--- config.mk ---
export PLATFORM = sky130hd
export DESIGN_NAME = bus_config_sequencer_flat
export DESIGN_NICKNAME = d
export VERILOG_FILES = /design/src/rtl/bus_config_sequencer_pkg.sv /design/src/rtl/bus_config_sequencer_if.sv /design/src/rtl/bus_config_sequencer_key_press_pulse.sv /design/src/rtl/bus_config_sequencer.sv /design/src/flat_wrapper.sv
export SDC_FILE = /design/constraint.sdc
export NUM_CORES = 1
export LEC_CHECK = 0
export CAP_MARGIN = 20
export CELL_PAD_IN_SITES_DETAIL_PLACEMENT = 0
export CELL_PAD_IN_SITES_GLOBAL_PLACEMENT = 1
export CORE_MARGIN = 8
export CORE_UTILIZATION = 36
export DETAILED_ROUTE_END_ITERATION = 8
export GPL_TIMING_DRIVEN = 0
export HOLD_SLACK_MARGIN = 0.06
export PLACE_DENSITY_LB_ADDON = 0.1
export SYNTH_ARGS = -nofsm -noshare
export SYNTH_HDL_FRONTEND = slang
export SYNTH_SLANG_ARGS = --single-unit
export TNS_END_PERCENT = 5
--- constraint.sdc ---
create_clock -name clk -period 3.6 [get_ports clk]
set_input_delay 0.72 -clock clk [delete_from_list [all_inputs] [get_ports clk]]
set_output_delay 0.72 -clock clk [all_outputs]
set_load 0.01 [all_outputs]
--- src/rtl/bus_config_sequencer_pkg.sv ---
// Shared types and constants for the front-panel bus configuration sequencer.
package bus_cfg_pkg;

  localparam int MASTER_COUNT           = 2;
  localparam int DATA_WIDTH             = 16;
  localparam int ADDR_WIDTH             = 12;
  localparam int MAX_MASTER_WRITE_DEPTH = 16;
  localparam int WR_ADDR_WIDTH          = $clog2(MAX_MASTER_WRITE_DEPTH);

  // Switch field positions; every field is right-aligned on SW[0].
  localparam int SW_WIDTH     = 18;
  localparam int SW_SLAVE_LSB = 0;
  localparam int SW_RW_LSB    = 0;
  localparam int SW_EXT_LSB   = 0;
  localparam int SW_DATA_LSB  = 0;
  localparam int SW_ADDR_LSB  = 0;

  // The encoding is shown on the HEX/LCD display, so the order is fixed.
  typedef enum logic [3:0] {
    SLAVE_SEL = 4'd0,
    RW_SEL    = 4'd1,
    EXT_SEL   = 4'd2,
    EXT_WR0   = 4'd3,
    EXT_WR1   = 4'd4,
    START0    = 4'd5,
    START1    = 4'd6,
    END0      = 4'd7,
    END1      = 4'd8,
    READY     = 4'd9,
    RUN       = 4'd10,
    READOUT   = 4'd11
  } cfg_state_t;

  // 00 = no slave, 01..11 = slave 1..3
  typedef logic [1:0] slave_t;

  typedef enum logic {
    OP_READ  = 1'b0,
    OP_WRITE = 1'b1
  } operation_t;

endpackage

--- src/rtl/bus_config_sequencer_if.sv ---
// Configuration and traffic signals between the sequencer and the bus fabric.
interface bus_config_sequencer_if;
  import bus_cfg_pkg::*;

  logic [2*MASTER_COUNT-1:0]          m_slave_sel;
  logic [MASTER_COUNT-1:0]            m_rw;
  logic [MASTER_COUNT-1:0]            m_ext_en;
  logic [MASTER_COUNT*ADDR_WIDTH-1:0] m_start_addr;
  logic [MASTER_COUNT*ADDR_WIDTH-1:0] m_end_addr;
  logic                               ext_wr_en;
  logic                               ext_wr_master;
  logic [WR_ADDR_WIDTH-1:0]           ext_wr_addr;
  logic [DATA_WIDTH-1:0]              ext_wr_data;
  logic                               com_start;
  logic [ADDR_WIDTH-1:0]              rd_addr;
  logic                               com_done;

  modport master (
    output m_slave_sel, m_rw, m_ext_en, m_start_addr, m_end_addr,
    output ext_wr_en, ext_wr_master, ext_wr_addr, ext_wr_data,
    output com_start, rd_addr,
    input  com_done
  );

  modport slave (
    input  m_slave_sel, m_rw, m_ext_en, m_start_addr, m_end_addr,
    input  ext_wr_en, ext_wr_master, ext_wr_addr, ext_wr_data,
    input  com_start, rd_addr,
    output com_done
  );

endinterface

--- src/rtl/bus_config_sequencer_key_press_pulse.sv ---
// Synchronises an active-low push-button level and emits one pulse per press.
module key_press_pulse (
  input  logic clk,
  input  logic rst,
  input  logic key_n,
  output logic pulse
);

  logic sync1, sync2, prev;

  // Two-flop synchroniser plus a history flop, all preset to "released".
  always_ff @(posedge clk or posedge rst) begin
    if (rst) begin
      sync1 <= 1'b1;
      sync2 <= 1'b1;
      prev  <= 1'b1;
    end else begin
      sync1 <= key_n;
      sync2 <= sync1;
      prev  <= sync2;
    end
  end

  // High for the single cycle where the synchronised level has just fallen.
  assign pulse = prev & ~sync2;

endmodule

--- src/rtl/bus_config_sequencer.sv ---
// Front-panel configuration sequencer: walks the user through slave/rw/ext-write
// setup, address windows, the run handshake and the post-run read-out address.
module bus_config_sequencer
  import bus_cfg_pkg::*;
(
  input  logic                    clk,
  input  logic                    rst,
  input  logic                    jump_stateN,
  input  logic                    jump_next_addrN,
  input  logic [SW_WIDTH-1:0]     sw,
  bus_config_sequencer_if.master  bus,
  output logic [3:0]              cfg_state,
  output logic                    communication_ready,
  output logic                    communication_done
);

  localparam logic [WR_ADDR_WIDTH-1:0] LAST_WR_ADDR =
    WR_ADDR_WIDTH'(MAX_MASTER_WRITE_DEPTH - 1);

  cfg_state_t state_q, state_d;

  logic [2*MASTER_COUNT-1:0]          slave_sel_q, slave_sel_d;
  logic [MASTER_COUNT-1:0]            rw_q, rw_d;
  logic [MASTER_COUNT-1:0]            ext_en_q, ext_en_d;
  logic [MASTER_COUNT*ADDR_WIDTH-1:0] start_q, start_d;
  logic [MASTER_COUNT*ADDR_WIDTH-1:0] end_q, end_d;
  logic                               ext_wr_en_q, ext_wr_en_d;
  logic                               ext_wr_master_q, ext_wr_master_d;
  logic [WR_ADDR_WIDTH-1:0]           ext_wr_addr_q, ext_wr_addr_d;
  logic [DATA_WIDTH-1:0]              ext_wr_data_q, ext_wr_data_d;
  logic [WR_ADDR_WIDTH-1:0]           wr_cnt_q, wr_cnt_d;
  logic                               com_start_q, com_start_d;
  logic [ADDR_WIDTH-1:0]              rd_addr_q, rd_addr_d;

  logic                               js, jn;
  logic [ADDR_WIDTH-1:0]              sw_addr;
  logic [MASTER_COUNT-1:0]            sw_ext;
  logic [DATA_WIDTH-1:0]              sw_data;
  logic                               unused_sw;

  key_press_pulse u_jump_state (
    .clk   (clk),
    .rst   (rst),
    .key_n (jump_stateN),
    .pulse (js)
  );

  key_press_pulse u_jump_next_addr (
    .clk   (clk),
    .rst   (rst),
    .key_n (jump_next_addrN),
    .pulse (jn)
  );

  assign sw_addr   = sw[SW_ADDR_LSB +: ADDR_WIDTH];
  assign sw_ext    = sw[SW_EXT_LSB +: MASTER_COUNT];
  assign sw_data   = sw[SW_DATA_LSB +: DATA_WIDTH];
  assign unused_sw = ^sw[SW_WIDTH-1:DATA_WIDTH];

  // State and configuration registers; reset discards all configuration.
  always_ff @(posedge clk or posedge rst) begin
    if (rst) begin
      state_q         <= SLAVE_SEL;
      slave_sel_q     <= '0;
      rw_q            <= '0;
      ext_en_q        <= '0;
      start_q         <= '0;
      end_q           <= '0;
      ext_wr_en_q     <= 1'b0;
      ext_wr_master_q <= 1'b0;
      ext_wr_addr_q   <= '0;
      ext_wr_data_q   <= '0;
      wr_cnt_q        <= '0;
      com_start_q     <= 1'b0;
      rd_addr_q       <= '0;
    end else begin
      state_q         <= state_d;
      slave_sel_q     <= slave_sel_d;
      rw_q            <= rw_d;
      ext_en_q        <= ext_en_d;
      start_q         <= start_d;
      end_q           <= end_d;
      ext_wr_en_q     <= ext_wr_en_d;
      ext_wr_master_q <= ext_wr_master_d;
      ext_wr_addr_q   <= ext_wr_addr_d;
      ext_wr_data_q   <= ext_wr_data_d;
      wr_cnt_q        <= wr_cnt_d;
      com_start_q     <= com_start_d;
      rd_addr_q       <= rd_addr_d;
    end
  end

  // Next-state and register updates; js always wins over jn in the same cycle.
  always_comb begin
    state_d         = state_q;
    slave_sel_d     = slave_sel_q;
    rw_d            = rw_q;
    ext_en_d        = ext_en_q;
    start_d         = start_q;
    end_d           = end_q;
    ext_wr_en_d     = 1'b0;
    ext_wr_master_d = ext_wr_master_q;
    ext_wr_addr_d   = ext_wr_addr_q;
    ext_wr_data_d   = ext_wr_data_q;
    wr_cnt_d        = wr_cnt_q;
    com_start_d     = 1'b0;
    rd_addr_d       = rd_addr_q;

    unique case (state_q)
      SLAVE_SEL: begin
        if (js) begin
          slave_sel_d = sw[SW_SLAVE_LSB +: 2*MASTER_COUNT];
          state_d     = RW_SEL;
        end
      end
      RW_SEL: begin
        if (js) begin
          rw_d    = sw[SW_RW_LSB +: MASTER_COUNT];
          state_d = EXT_SEL;
        end
      end
      EXT_SEL: begin
        if (js) begin
          ext_en_d = sw_ext;
          if (sw_ext[0])      state_d = EXT_WR0;
          else if (sw_ext[1]) state_d = EXT_WR1;
          else                state_d = START0;
        end
      end
      EXT_WR0, EXT_WR1: begin
        // Every key pulse writes one word; js or a full buffer also leaves the state.
        if (js || jn) begin
          ext_wr_en_d     = 1'b1;
          ext_wr_master_d = (state_q == EXT_WR1);
          ext_wr_addr_d   = wr_cnt_q;
          ext_wr_data_d   = sw_data;
          if (js || (wr_cnt_q == LAST_WR_ADDR)) begin
            wr_cnt_d = '0;
            state_d  = ((state_q == EXT_WR0) && ext_en_q[1]) ? EXT_WR1 : START0;
          end else begin
            wr_cnt_d = wr_cnt_q + 1'b1;
          end
        end
      end
      START0: begin
        if (js) begin
          start_d[0 +: ADDR_WIDTH] = sw_addr;
          state_d = START1;
        end
      end
      START1: begin
        if (js) begin
          start_d[ADDR_WIDTH +: ADDR_WIDTH] = sw_addr;
          state_d = END0;
        end
      end
      END0: begin
        if (js) begin
          end_d[0 +: ADDR_WIDTH] = (sw_addr < start_q[0 +: ADDR_WIDTH]) ?
                                   start_q[0 +: ADDR_WIDTH] : sw_addr;
          state_d = END1;
        end
      end
      END1: begin
        if (js) begin
          end_d[ADDR_WIDTH +: ADDR_WIDTH] =
            (sw_addr < start_q[ADDR_WIDTH +: ADDR_WIDTH]) ?
            start_q[ADDR_WIDTH +: ADDR_WIDTH] : sw_addr;
          state_d = READY;
        end
      end
      READY: begin
        if (js) begin
          com_start_d = 1'b1;
          state_d     = RUN;
        end
      end
      RUN: begin
        if (bus.com_done) state_d = READOUT;
      end
      READOUT: begin
        if (js)      state_d   = SLAVE_SEL;
        else if (jn) rd_addr_d = sw_addr;
      end
      default: state_d = SLAVE_SEL;
    endcase
  end

  assign bus.m_slave_sel   = slave_sel_q;
  assign bus.m_rw          = rw_q;
  assign bus.m_ext_en      = ext_en_q;
  assign bus.m_start_addr  = start_q;
  assign bus.m_end_addr    = end_q;
  assign bus.ext_wr_en     = ext_wr_en_q;
  assign bus.ext_wr_master = ext_wr_master_q;
  assign bus.ext_wr_addr   = ext_wr_addr_q;
  assign bus.ext_wr_data   = ext_wr_data_q;
  assign bus.com_start     = com_start_q;
  assign bus.rd_addr       = rd_addr_q;

  assign cfg_state           = state_q;
  assign communication_ready = (state_q == READY);
  assign communication_done  = (state_q == READOUT);

endmodule
--- src/flat_wrapper.sv ---
// flat-port wrapper written by rule: the top's interface ports become plain ports
module bus_config_sequencer_flat import bus_cfg_pkg::*;
  (clk, rst, jump_stateN, jump_next_addrN, sw, cfg_state, communication_ready, communication_done, bus_m_slave_sel, bus_m_rw, bus_m_ext_en, bus_m_start_addr, bus_m_end_addr, bus_ext_wr_en, bus_ext_wr_master, bus_ext_wr_addr, bus_ext_wr_data, bus_com_start, bus_rd_addr, bus_com_done);
  bus_config_sequencer_if bus_i ();
  input  logic clk;
  input  logic rst;
  input  logic jump_stateN;
  input  logic jump_next_addrN;
  input  logic [SW_WIDTH-1:0] sw;
  output logic [3:0] cfg_state;
  output logic communication_ready;
  output logic communication_done;
  output wire logic [$bits(bus_i.m_slave_sel)-1:0] bus_m_slave_sel;
  output wire logic [$bits(bus_i.m_rw)-1:0] bus_m_rw;
  output wire logic [$bits(bus_i.m_ext_en)-1:0] bus_m_ext_en;
  output wire logic [$bits(bus_i.m_start_addr)-1:0] bus_m_start_addr;
  output wire logic [$bits(bus_i.m_end_addr)-1:0] bus_m_end_addr;
  output wire logic [$bits(bus_i.ext_wr_en)-1:0] bus_ext_wr_en;
  output wire logic [$bits(bus_i.ext_wr_master)-1:0] bus_ext_wr_master;
  output wire logic [$bits(bus_i.ext_wr_addr)-1:0] bus_ext_wr_addr;
  output wire logic [$bits(bus_i.ext_wr_data)-1:0] bus_ext_wr_data;
  output wire logic [$bits(bus_i.com_start)-1:0] bus_com_start;
  output wire logic [$bits(bus_i.rd_addr)-1:0] bus_rd_addr;
  input wire logic [$bits(bus_i.com_done)-1:0] bus_com_done;
  assign bus_m_slave_sel = bus_i.m_slave_sel;
  assign bus_m_rw = bus_i.m_rw;
  assign bus_m_ext_en = bus_i.m_ext_en;
  assign bus_m_start_addr = bus_i.m_start_addr;
  assign bus_m_end_addr = bus_i.m_end_addr;
  assign bus_ext_wr_en = bus_i.ext_wr_en;
  assign bus_ext_wr_master = bus_i.ext_wr_master;
  assign bus_ext_wr_addr = bus_i.ext_wr_addr;
  assign bus_ext_wr_data = bus_i.ext_wr_data;
  assign bus_com_start = bus_i.com_start;
  assign bus_rd_addr = bus_i.rd_addr;
  assign bus_i.com_done = bus_com_done;
  bus_config_sequencer u_core (.clk(clk), .rst(rst), .jump_stateN(jump_stateN), .jump_next_addrN(jump_next_addrN), .sw(sw), .bus(bus_i), .cfg_state(cfg_state), .communication_ready(communication_ready), .communication_done(communication_done));
endmodule
==> impl_metrics.json, run 1 <==
{
  "cp_cell_sequence": "clkdlybuf4s50_1, ha_1, nand4_2, or4_4, o21a_1, buf_4, nand3_1, a31oi_1",
  "hp-class": "reg2reg",
  "dieHeight_um": 137,
  "rr_worst_depth": 8,
  "num_rows": 44,
  "wl_mm": 14.8,
  "portBuffers": 117,
  "ant_nets": 0,
  "async_flop_share_pct": 100,
  "power.density_mw_per_mm2": 825,
  "drv_cap": 0,
  "min_from": "u_core.u_jump_next_addr.sync1",
  "clock.fmax_ghz": 0.344,
  "yosysWarnings": 0,
  "power_leakage_nw": 3.06,
  "detail_route.wl_per_cell_um": 18.9,
  "area_growth_pct": 33.5,
  "synth.largest_area_cell": "dfrtp_1",
  "end_kind": "flip-flop",
  "fin_cells": 785,
  "cp_max_fo": 10,
  "ys_seq_area_share_pct": 50.3,
  "setup_viol": 0,
  "gp_congestion": 0.828,
  "fin_util_pct": 48.7,
  "slowest_delay_ns": 0.65,
  "cts_inserted_buffers": 9,
  "crit_path_start": "sw[10]",
  "cts.reportedPaths.clkPinSlew_ns": 0.07,
  "cts_tree": "yes",
  "synth-seq-cells": 105,
  "post_cts_resized": 0,
  "drc_errors": 0,
  "drtIter0Drc": 249,
  "skew_ns": 0.00588,
  "final-seq-area_sq_mm": 0.00264,
  "drive_gt1_share_pct": 18.6,
  "core_area_sq_mm": 0.0144,
  "p_total_mw": 5.77,
  "slew_violations": 0,
  "diodes": 0,
  "fp.dieW_um": 137,
  "synth_area_leaders": "dfrtp_1 47%, mux2_2 14%, ha_1 5.5%, dfstp_2 3.0%, mux2i_1 2.7%",
  "fin_crit_sh_pct": 80.8,
  "status": "finished, final reports clean",
  "crit_required_ns": 3.80,
  "fin_setup_tns_ns": 0,
  "yosysUniqueCellTypes": 48,
  "min_path_cells": 0,
  "ys.flop_type": "dfrtp_1",
  "dp_hpwl_mm": 11.0,
  "track_usage_pct": 16.3,
  "vias": 4070,
  "ir_drop_v": 0.000321,
  "postSynthCellCount": 467,
  "synth_top_area_share_pct": 47.3,
  "clockBufferDepth": 2,
  "max_slew_margin_pct": 57.9,
  "htreeDepth": 3,
  "start_kind": "input port",
  "multi_input_area_sq_mm": 0.00236,
  "hold_viol_final": 0,
  "antenna_found_initial": 0,
  "cts_sinks": 105,
  "fill_cells": 1319,
  "critical_path_class": "in2reg",
  "hold_ws_ns": 0.359,
  "synth_area_sq_mm": 0.00524,
  "rsz0062_at_grt": "no",
  "arrival_ns": 3.11,
  "gr-total-overflow": 0,
  "firstDrtPassIters": 5,
  "die_area_sq_mm": 0.0187,
  "syn_nets": 513,
  "post-cts-setup-buffers": 0,
  "worstReg2RegStart": "u_core.bus.m_start_addr[22]",
  "grt_pass1_vias": 4213,
  "initial_utilization_pct": 36.5,
  "period_needed_ns": 2.91,
  "syn_avg_cell_area_sq_um": 11.2,
  "cts_hold_repair.buffers": 0,
  "worst_pin_slew_ns": 0.626,
  "io_pins": 120,
  "place_inst": 769,
  "nets": 642,
  "clk-insertion-delay-late_ns": 0.35,
  "root_buffer": "clkbuf_16",
  "grt_max_degree": 63,
  "slowest_stage": "clkdlybuf4s50_1",
  "synth_edf_count": 0,
  "grt_pass1_wl_mm": 23.5,
  "drt-vias-per-instance": 5.18
}
==> cells in the mapped netlist (3+ instances only) <==
cell,number
o21ai_0,15
clkbuf_1,12
a31oi_1,13
nand3_1,22
mux2i_1,14
nor3_1,4
ha_1,23
buf_2,10
and2_1,3
nor3b_1,4
o21ai_1,10
dfstp_2,6
nand3b_1,3
inv_1,25
a211oi_1,12
buf_4,3
a21oi_1,12
dfrtp_1,99
a22oi_1,12
nand2b_1,5
mux2_2,66
and3_1,12
nand2_1,26
nor2_1,22
o21a_1,3
nor2b_1,5
==> cell families after synthesis <==
family / share of synthesized area [%]
adder cells (fa/ha/maj): 5.49
flip-flops: 50.3
multiplexers: 16.9
AO/OA/AOI/OAI: 10.7
buffers and inverters: 4.63
AND/OR/NAND/NOR: 12.1
==> registers in the layout, summed over array words and instances (netlist names), 2 cells and up <==
| register | count |
|---|---|
| u_core.bus.ext_wr_addr | 4 |
| u_core.bus.ext_wr_data | 16 |
| u_core.bus.m_end_addr | 24 |
| u_core.bus.m_ext_en | 2 |
| u_core.bus.m_rw | 2 |
| u_core.bus.m_slave_sel | 4 |
| u_core.bus.m_start_addr | 24 |
| u_core.bus.rd_addr | 12 |
| u_core.cfg_state | 4 |
| u_core.wr_cnt_q | 4 |
==> final cells by class <==
| type | instances | area share [%] |
|---|---|---|
| Sequential cell | 105 | 37.7 |
| Multi-Input combinational cell | 308 | 33.8 |
| Timing Repair Buffer | 118 | 17.1 |
| Tap cell | 184 | 3.29 |
| Clock buffer | 10 | 3.27 |
| Buffer | 29 | 2.13 |
| Inverter | 25 | 1.38 |
| Clock inverter | 6 | 1.34 |
==> cells in the final DEF, fill, tap and decap left out, types with 13 or more instances in the layout <==
master	netlist	routed
nor2_1	22	22
dfrtp_1	99	99
clkbuf_1	12	13
clkdlybuf4s50_1	0	117
ha_1	23	23
mux2_2	66	66
nand3_1	22	22
a31oi_1	13	13
nand2_1	26	26
o21ai_0	15	15
mux2i_1	14	14
inv_1	25	24
==> worst paths after layout <==
check | to | slack (ns)
worst max-delay path | u_core.bus.m_end_addr[14] | 0.69
worst min-delay path | u_core.u_jump_next_addr.sync2 | 0.36
worst max register to register | u_core.bus.m_end_addr[14] | 1.37
worst min register to register | u_core.u_jump_next_addr.sync2 | 0.36
max in group asynchronous | u_core.u_jump_state.sync2 | 2.06
min in group asynchronous | u_core.bus.rd_addr[2] | 0.78
==> critical path, delay by kind of cell <==
kind / cells / cell delay (ns)
AND/OR/NAND/NOR: 3 / 0.79
adder cells (fa/ha/maj): 1 / 0.44
buffers and inverters: 2 / 0.84
AO/OA/AOI/OAI: 2 / 0.32
==> layer usage <==
| metal | track usage, % | wire (um) |
|---|---|---|
| met5 | 0 | 0 |
| met4 | 5.49 | 170 |
| met3 | 4.81 | 1170 |
| met2 | 24.9 | 6880 |
| met1 | 21.5 | 6600 |
==> per-stage QoR <==
step	instance area [sq um]	worst slack, ns
6_report	6990	0.690
3_3_place_gp	6640	-1.62
2_1_floorplan	5240	0.129
3_5_place_dp	6670	0.337
4_1_cts	6990	0.700
5_1_grt	6990	0.561
==> power by group <==
group / total (mW) / switching [mW] / internal, mW
logic: 2.71 / 1.24 / 1.47
registers: 2.00 / 0.357 / 1.64
clock network: 1.06 / 0.451 / 0.614
Power figures use the tool's default switching activity.
==> run 2, diff against run 1 <==
--- a/config.mk
+++ b/config.mk
@@ -9,7 +9,7 @@
 export CELL_PAD_IN_SITES_DETAIL_PLACEMENT = 0
 export CELL_PAD_IN_SITES_GLOBAL_PLACEMENT = 1
 export CORE_MARGIN = 8
-export CORE_UTILIZATION = 36
+export CORE_UTILIZATION = 39
 export DETAILED_ROUTE_END_ITERATION = 8
 export GPL_TIMING_DRIVEN = 0
 export HOLD_SLACK_MARGIN = 0.06
==> constraint.sdc (replaced) <==
create_clock -name clk -period 2.69 [get_ports clk]
set_input_delay 0.538 -clock clk [delete_from_list [all_inputs] [get_ports clk]]
set_output_delay 0.538 -clock clk [all_outputs]
set_load 0.01 [all_outputs]
==> run 2 against run 1 <==
Compared with the run above:
- design area hardly changed
- total power grew 32%
- die area decreased by 6.8%
- critical endpoint is now u_core.bus.m_end_addr[18]
- routed wire length decreased by 4.5%
- sequential power is 32% higher
- final cell count is 0.89% lower
- sequential cell count is the same
- first-iteration DRC count increased by 10%
- largest power group unchanged
==> impl_metrics.json, run 2 (same netlist as run 1, synthesis figures left out) <==
{
  "nets": 643,
  "die_area_sq_mm": 0.0174,
  "firstDrtPassIters": 4,
  "clockBufferDepth": 2,
  "critical_path_class": "in2reg",
  "track_usage_pct": 16.6,
  "cts_tree": "yes",
  "rsz0062_at_grt": "no",
  "max_slew_margin_pct": 42.3,
  "grt_max_degree": 41,
  "grt_pass1_wl_mm": 23.1,
  "start_kind": "input port",
  "drv_cap": 0,
  "skew_ns": 0.00676,
  "regToRegSetupSlack_ns": 0.45,
  "cp_max_fo": 10,
  "final_cell_mix": "113 x clkdlybuf4s50_1, 99 x dfrtp_1, 66 x mux2_2",
  "detail_route.wl_per_cell_um": 18.2,
  "antenna_found_initial": 0,
  "worst_pin_slew_ns": 0.864,
  "io_pins": 120,
  "clock.fmax_ghz": 0.395,
  "slew_violations": 0,
  "fin_crit_sh_pct": 94.1,
  "grt_pass1_vias": 4160,
  "cts.reportedPaths.clkPinSlew_ns": 0.07,
  "vias": 3995,
  "whs_endpoint": "u_core.u_jump_state.sync2",
  "arrival_ns": 2.74,
  "end_kind": "flip-flop",
  "power.density_mw_per_mm2": 1090,
  "power_leakage_nw": 3.08,
  "setup_viol": 0,
  "htreeDepth": 3,
  "rr_worst_depth": 8,
  "slowest_stage": "clkdlybuf4s50_1",
  "wl_mm": 14.2,
  "diodes": 0,
  "dieHeight_um": 132,
  "hold_ws_ns": 0.360,
  "cts_inserted_buffers": 9,
  "area_growth_pct": 33.4,
  "root_buffer": "clkbuf_16",
  "clk-insertion-delay-late_ns": 0.35,
  "min_from": "u_core.u_jump_state.sync1",
  "cp_cell_sequence": "clkdlybuf4s50_1, ha_1, nor2_1, or4_4, o21a_1, buf_4, nand3_1, a31oi_1",
  "dp_hpwl_mm": 10.7,
  "portBuffers": 117,
  "worstReg2RegStart": "u_core.bus.m_start_addr[22]",
  "min_path_cells": 0,
  "hp-class": "reg2reg",
  "r2r-end": "u_core.bus.m_end_addr[18]",
  "post-cts-setup-buffers": 0,
  "drc_errors": 0,
  "drtIter0Drc": 275,
  "cts_sinks": 105,
  "p_total_mw": 7.60,
  "hold_viol_final": 0,
  "gp_congestion": 0.836,
  "gr-total-overflow": 0,
  "num_rows": 42,
  "drive_gt1_share_pct": 18.9,
  "initial_utilization_pct": 39.7,
  "ant_nets": 0,
  "fp.dieW_um": 132,
  "period_needed_ns": 2.53,
  "ir_drop_v": 0.000608,
  "drt-vias-per-instance": 5.13,
  "status": "finished, final reports clean",
  "crit_required_ns": 2.90,
  "core_area_sq_mm": 0.0132,
  "final_common_cell": "clkdlybuf4s50_1",
  "slowest_delay_ns": 0.63
}
## run 2: through the flow
step | setup TNS [ns] | worst slack [ns] | std cells | cell area [sq um] | utilization, %
3_3_place_gp | -30.20 | -0.398 | 760 | 6640 | 50.3
3_5_place_dp | -7.10 | -0.380 | 762 | 6680 | 50.6
2_1_floorplan | 0 | 0.555 | 467 | 5240 | -
6_report | 0 | 0.159 | 778 | 6990 | 53.0
4_1_cts | 0 | 0.0485 | 778 | 6980 | 52.9
5_1_grt | 0 | 0.0163 | 778 | 6990 | 53.0
## run 2: per-layer routing
metal	part of all wire, %	wire length, um	track usage (%)	vias up
li1	-	-	-	1938
met1	45	6340	20.9	1933
met2	46	6510	25.9	116
met3	8.4	1190	7.24	8
met4	0.84	119	3.19	0
met5	0	0	0	-
## run 2: how the worst max path moves through the flow
stage,cells after the start,end,start,slack [ns]
2_1_floorplan,7,u_core.bus.m_end_addr[12],sw[10],0.55
3_3_place_gp,8,u_core.bus.m_end_addr[16],sw[10],-0.40
3_5_place_dp,8,u_core.bus.m_end_addr[18],sw[10],-0.38
4_1_cts,8,u_core.bus.m_end_addr[18],sw[11],0.05
5_1_grt,8,u_core.bus.m_end_addr[17],sw[7],0.02
6_report,8,u_core.bus.m_end_addr[18],sw[3],0.16
## run 2: worst max-delay path: cells and delay by family
kind | cells | cell delay (ns)
AO/OA/AOI/OAI | 2 | 0.31
buffers and inverters | 2 | 0.82
adder cells (fa/ha/maj) | 1 | 0.40
AND/OR/NAND/NOR | 3 | 0.66
## run 2: layout make-up
| cell class | count | area [sq um] |
|---|---|---|
| sequential | 105 | 2640 |
| clock inverter | 6 | 75.1 |
| timing repair buffer | 119 | 1210 |
| buffer | 29 | 151 |
| tap | 176 | 220 |
| clock buffer | 10 | 229 |
| multi-input combinational | 308 | 2370 |
| fill | 1222 | 6200 |
| inverter | 25 | 97.6 |
## run 2: what timing repair did
item | 4_1_cts | 5_1_grt
gates cloned | 0 | 0
hold buffers | 0 | 0
pin swaps | 0 | 0
resized for setup | 2 | 4
setup endpoints to repair | 1 | 21
## run 2: where the power goes
| group | switching (mW) | internal (mW) | total (mW) | leakage, nW |
|---|---|---|---|---|
| clock network | 0.602 | 0.735 | 1.34 | 0.145 |
| registers | 0.454 | 2.20 | 2.65 | 1.23 |
| logic | 1.64 | 1.97 | 3.61 | 1.70 |
| total | 2.69 | 4.90 | 7.60 | 3.08 |
==> run 3, diff against run 2 <==
--- a/config.mk
+++ b/config.mk
@@ -8,8 +8,9 @@
 export CAP_MARGIN = 20
 export CELL_PAD_IN_SITES_DETAIL_PLACEMENT = 0
 export CELL_PAD_IN_SITES_GLOBAL_PLACEMENT = 1
+export CORE_ASPECT_RATIO = 1.25
 export CORE_MARGIN = 8
-export CORE_UTILIZATION = 39
+export CORE_UTILIZATION = 42
 export DETAILED_ROUTE_END_ITERATION = 8
 export GPL_TIMING_DRIVEN = 0
 export HOLD_SLACK_MARGIN = 0.06
@@ -17,4 +18,4 @@
 export SYNTH_ARGS = -nofsm -noshare
 export SYNTH_HDL_FRONTEND = slang
 export SYNTH_SLANG_ARGS = --single-unit
-export TNS_END_PERCENT = 5
+export TNS_END_PERCENT = 20
==> constraint.sdc (replaced) <==
create_clock -name clk -period 3.1 [get_ports clk]
set_input_delay 0.62 -clock clk [delete_from_list [all_inputs] [get_ports clk]]
set_output_delay 0.62 -clock clk [all_outputs]
set_load 0.01 [all_outputs]
==> run 3 against run 2 <==
Compared with the run above:
- sequential power down 12%
- non-clock buffer count up 1
- hold slack worse by 0.0071 ns
- clock skew grew 0.0017 ns
- largest power group unchanged
==> impl_metrics.json, run 3 (same netlist as run 1, synthesis figures left out) <==
{
  "root_buffer": "clkbuf_16",
  "drc_errors": 0,
  "cts_tree": "yes",
  "max_slew_margin_pct": 44.1,
  "multi_input_area_sq_mm": 0.00236,
  "portBuffers": 117,
  "path_depth": 8,
  "firstDrtPassIters": 7,
  "fin_cells": 767,
  "fin_crit_sh_pct": 90.3,
  "end_kind": "flip-flop",
  "gp_congestion": 0.834,
  "antenna_found_initial": 0,
  "cts_hold_repair.buffers": 0,
  "hold_viol_final": 0,
  "cts_inserted_buffers": 9,
  "power.density_mw_per_mm2": 953,
  "final_common_cell": "clkdlybuf4s50_1",
  "htreeDepth": 3,
  "skew_ns": 0.00851,
  "fin_util_pct": 57.7,
  "design_area_sq_mm": 0.00701,
  "regToRegSetupSlack_ns": 0.82,
  "dpl_cell_area_sq_mm": 0.00669,
  "crit_family": "buffers and inverters",
  "clock.fmax_ghz": 0.357,
  "clk-insertion-delay-late_ns": 0.35,
  "rr_worst_depth": 8,
  "initial_utilization_pct": 43.1,
  "detail_route.wl_per_cell_um": 18.5,
  "status": "finished, final reports clean",
  "num_rows": 45,
  "crit_path_start": "sw[11]",
  "power_leakage_nw": 3.08,
  "worst_pin_slew_ns": 0.831,
  "slowest_delay_ns": 0.63,
  "fp.dieW_um": 116,
  "post_cts_resized": 0,
  "rsz0062_at_grt": "no",
  "final-seq-area_sq_mm": 0.00264,
  "wl_mm": 14.2,
  "post-cts-setup-buffers": 0,
  "core_area_sq_mm": 0.0122,
  "crit_required_ns": 3.30,
  "gr-total-overflow": 0,
  "cp_cell_sequence": "clkdlybuf4s50_1, ha_1, nand4_2, or4_4, o21a_1, buf_4, nand3_1, a31oi_1",
  "slew_violations": 0,
  "vias": 4093,
  "drive_gt1_share_pct": 19.1,
  "cp_max_fo": 10,
  "slowest_stage": "clkdlybuf4s50_1",
  "critical_path_buf_inv_count": 2,
  "ant_nets": 0,
  "nets": 644,
  "r2r-end": "u_core.bus.m_end_addr[15]",
  "grt_max_degree": 36,
  "place_inst": 751,
  "dieHeight_um": 141,
  "drt-vias-per-instance": 5.34,
  "cts_sinks": 105,
  "grt_pass1_vias": 4369,
  "fin_setup_tns_ns": 0,
  "clockBufferDepth": 2,
  "start_kind": "input port",
  "drtIter0Drc": 139,
  "final_cell_mix": "117 x clkdlybuf4s50_1, 99 x dfrtp_1, 66 x mux2_2",
  "ir_drop_v": 0.000471,
  "drv_cap": 0,
  "critical_path_class": "in2reg",
  "area_growth_pct": 33.8,
  "endpoint": "u_core.bus.m_end_addr[15]",
  "diodes": 0,
  "dp_hpwl_mm": 10.8,
  "period_needed_ns": 2.80,
  "grt_pass1_wl_mm": 23.4,
  "hp-class": "reg2reg",
  "arrival_ns": 3.00,
  "track_usage_pct": 18.4,
  "io_pins": 120,
  "die_area_sq_mm": 0.0163,
  "cts.reportedPaths.clkPinSlew_ns": 0.07,
  "fill_cells": 1077,
  "setup_viol": 0,
  "worstReg2RegStart": "u_core.bus.m_start_addr[22]"
}
==> run 3: cell count changes in the layout (fill, tap and decap cells not counted), sizes merged, moves of 2 or more <==
cell,before,now
clkdlybuf4s50,113,117
dlymetal6s2s,2,0
dlygate4sd2,2,0
buf,17,19
clkbuf,24,22
==> run 3: final cells by class <==
class	count	share of cell area [%]
plain buffers	29	2.12
clock inverters	7	1.43
inverters	25	1.39
flip-flops and latches	105	37.6
multi-input cells	308	33.7
repair buffers	120	17.7
well taps	164	2.93
clock buffers	9	3.21
==> run 3: worst min-delay path by stage <==
stage | startpoint | end | slack [ns] | cells after the start
global placement | u_core.u_jump_next_addr.sync1 | u_core.u_jump_next_addr.sync2 | 0.35 | 0
global route | u_core.u_jump_next_addr.sync1 | u_core.u_jump_next_addr.sync2 | 0.36 | 0
detailed placement | u_core.u_jump_next_addr.sync1 | u_core.u_jump_next_addr.sync2 | 0.35 | 0
finish | u_core.u_jump_next_addr.sync1 | u_core.u_jump_next_addr.sync2 | 0.35 | 0
CTS | u_core.u_jump_next_addr.sync1 | u_core.u_jump_next_addr.sync2 | 0.36 | 0
floorplan | u_core.u_jump_next_addr.sync1 | u_core.u_jump_next_addr.sync2 | 0.35 | 0
==> run 3: power by group <==
group | switching [mW] | leakage (nW) | internal (mW) | total, mW
Combinational | 1.42 | 1.69 | 1.71 | 3.13
Sequential | 0.410 | 1.23 | 1.91 | 2.32
Clock | 0.526 | 0.154 | 0.715 | 1.24
Total | 2.36 | 3.08 | 4.33 | 6.69
==> run 3: metal layers <==
layer  vias to the layer above  track usage, %  share of wire, %
met4                         0            6.78               1.7
met1                      2030            22.8                43
met5                         -               0                 0
met2                       105            29.7                48
met3                        12            4.91               6.9
li1                       1946               -                 -
==> run 3: metrics by stage <==
step / setup slack [ns] / hold slack [ns] / power, mW
after global placement: -0.0320 / 0.347 / 5.42
after detailed placement: -0.0576 / 0.348 / 5.50
final: 0.302 / 0.353 / 6.69
after global routing: 0.114 / 0.361 / 7.15
after floorplan: 0.883 / 0.345 / 3.95
after CTS: 0.311 / 0.358 / 6.77
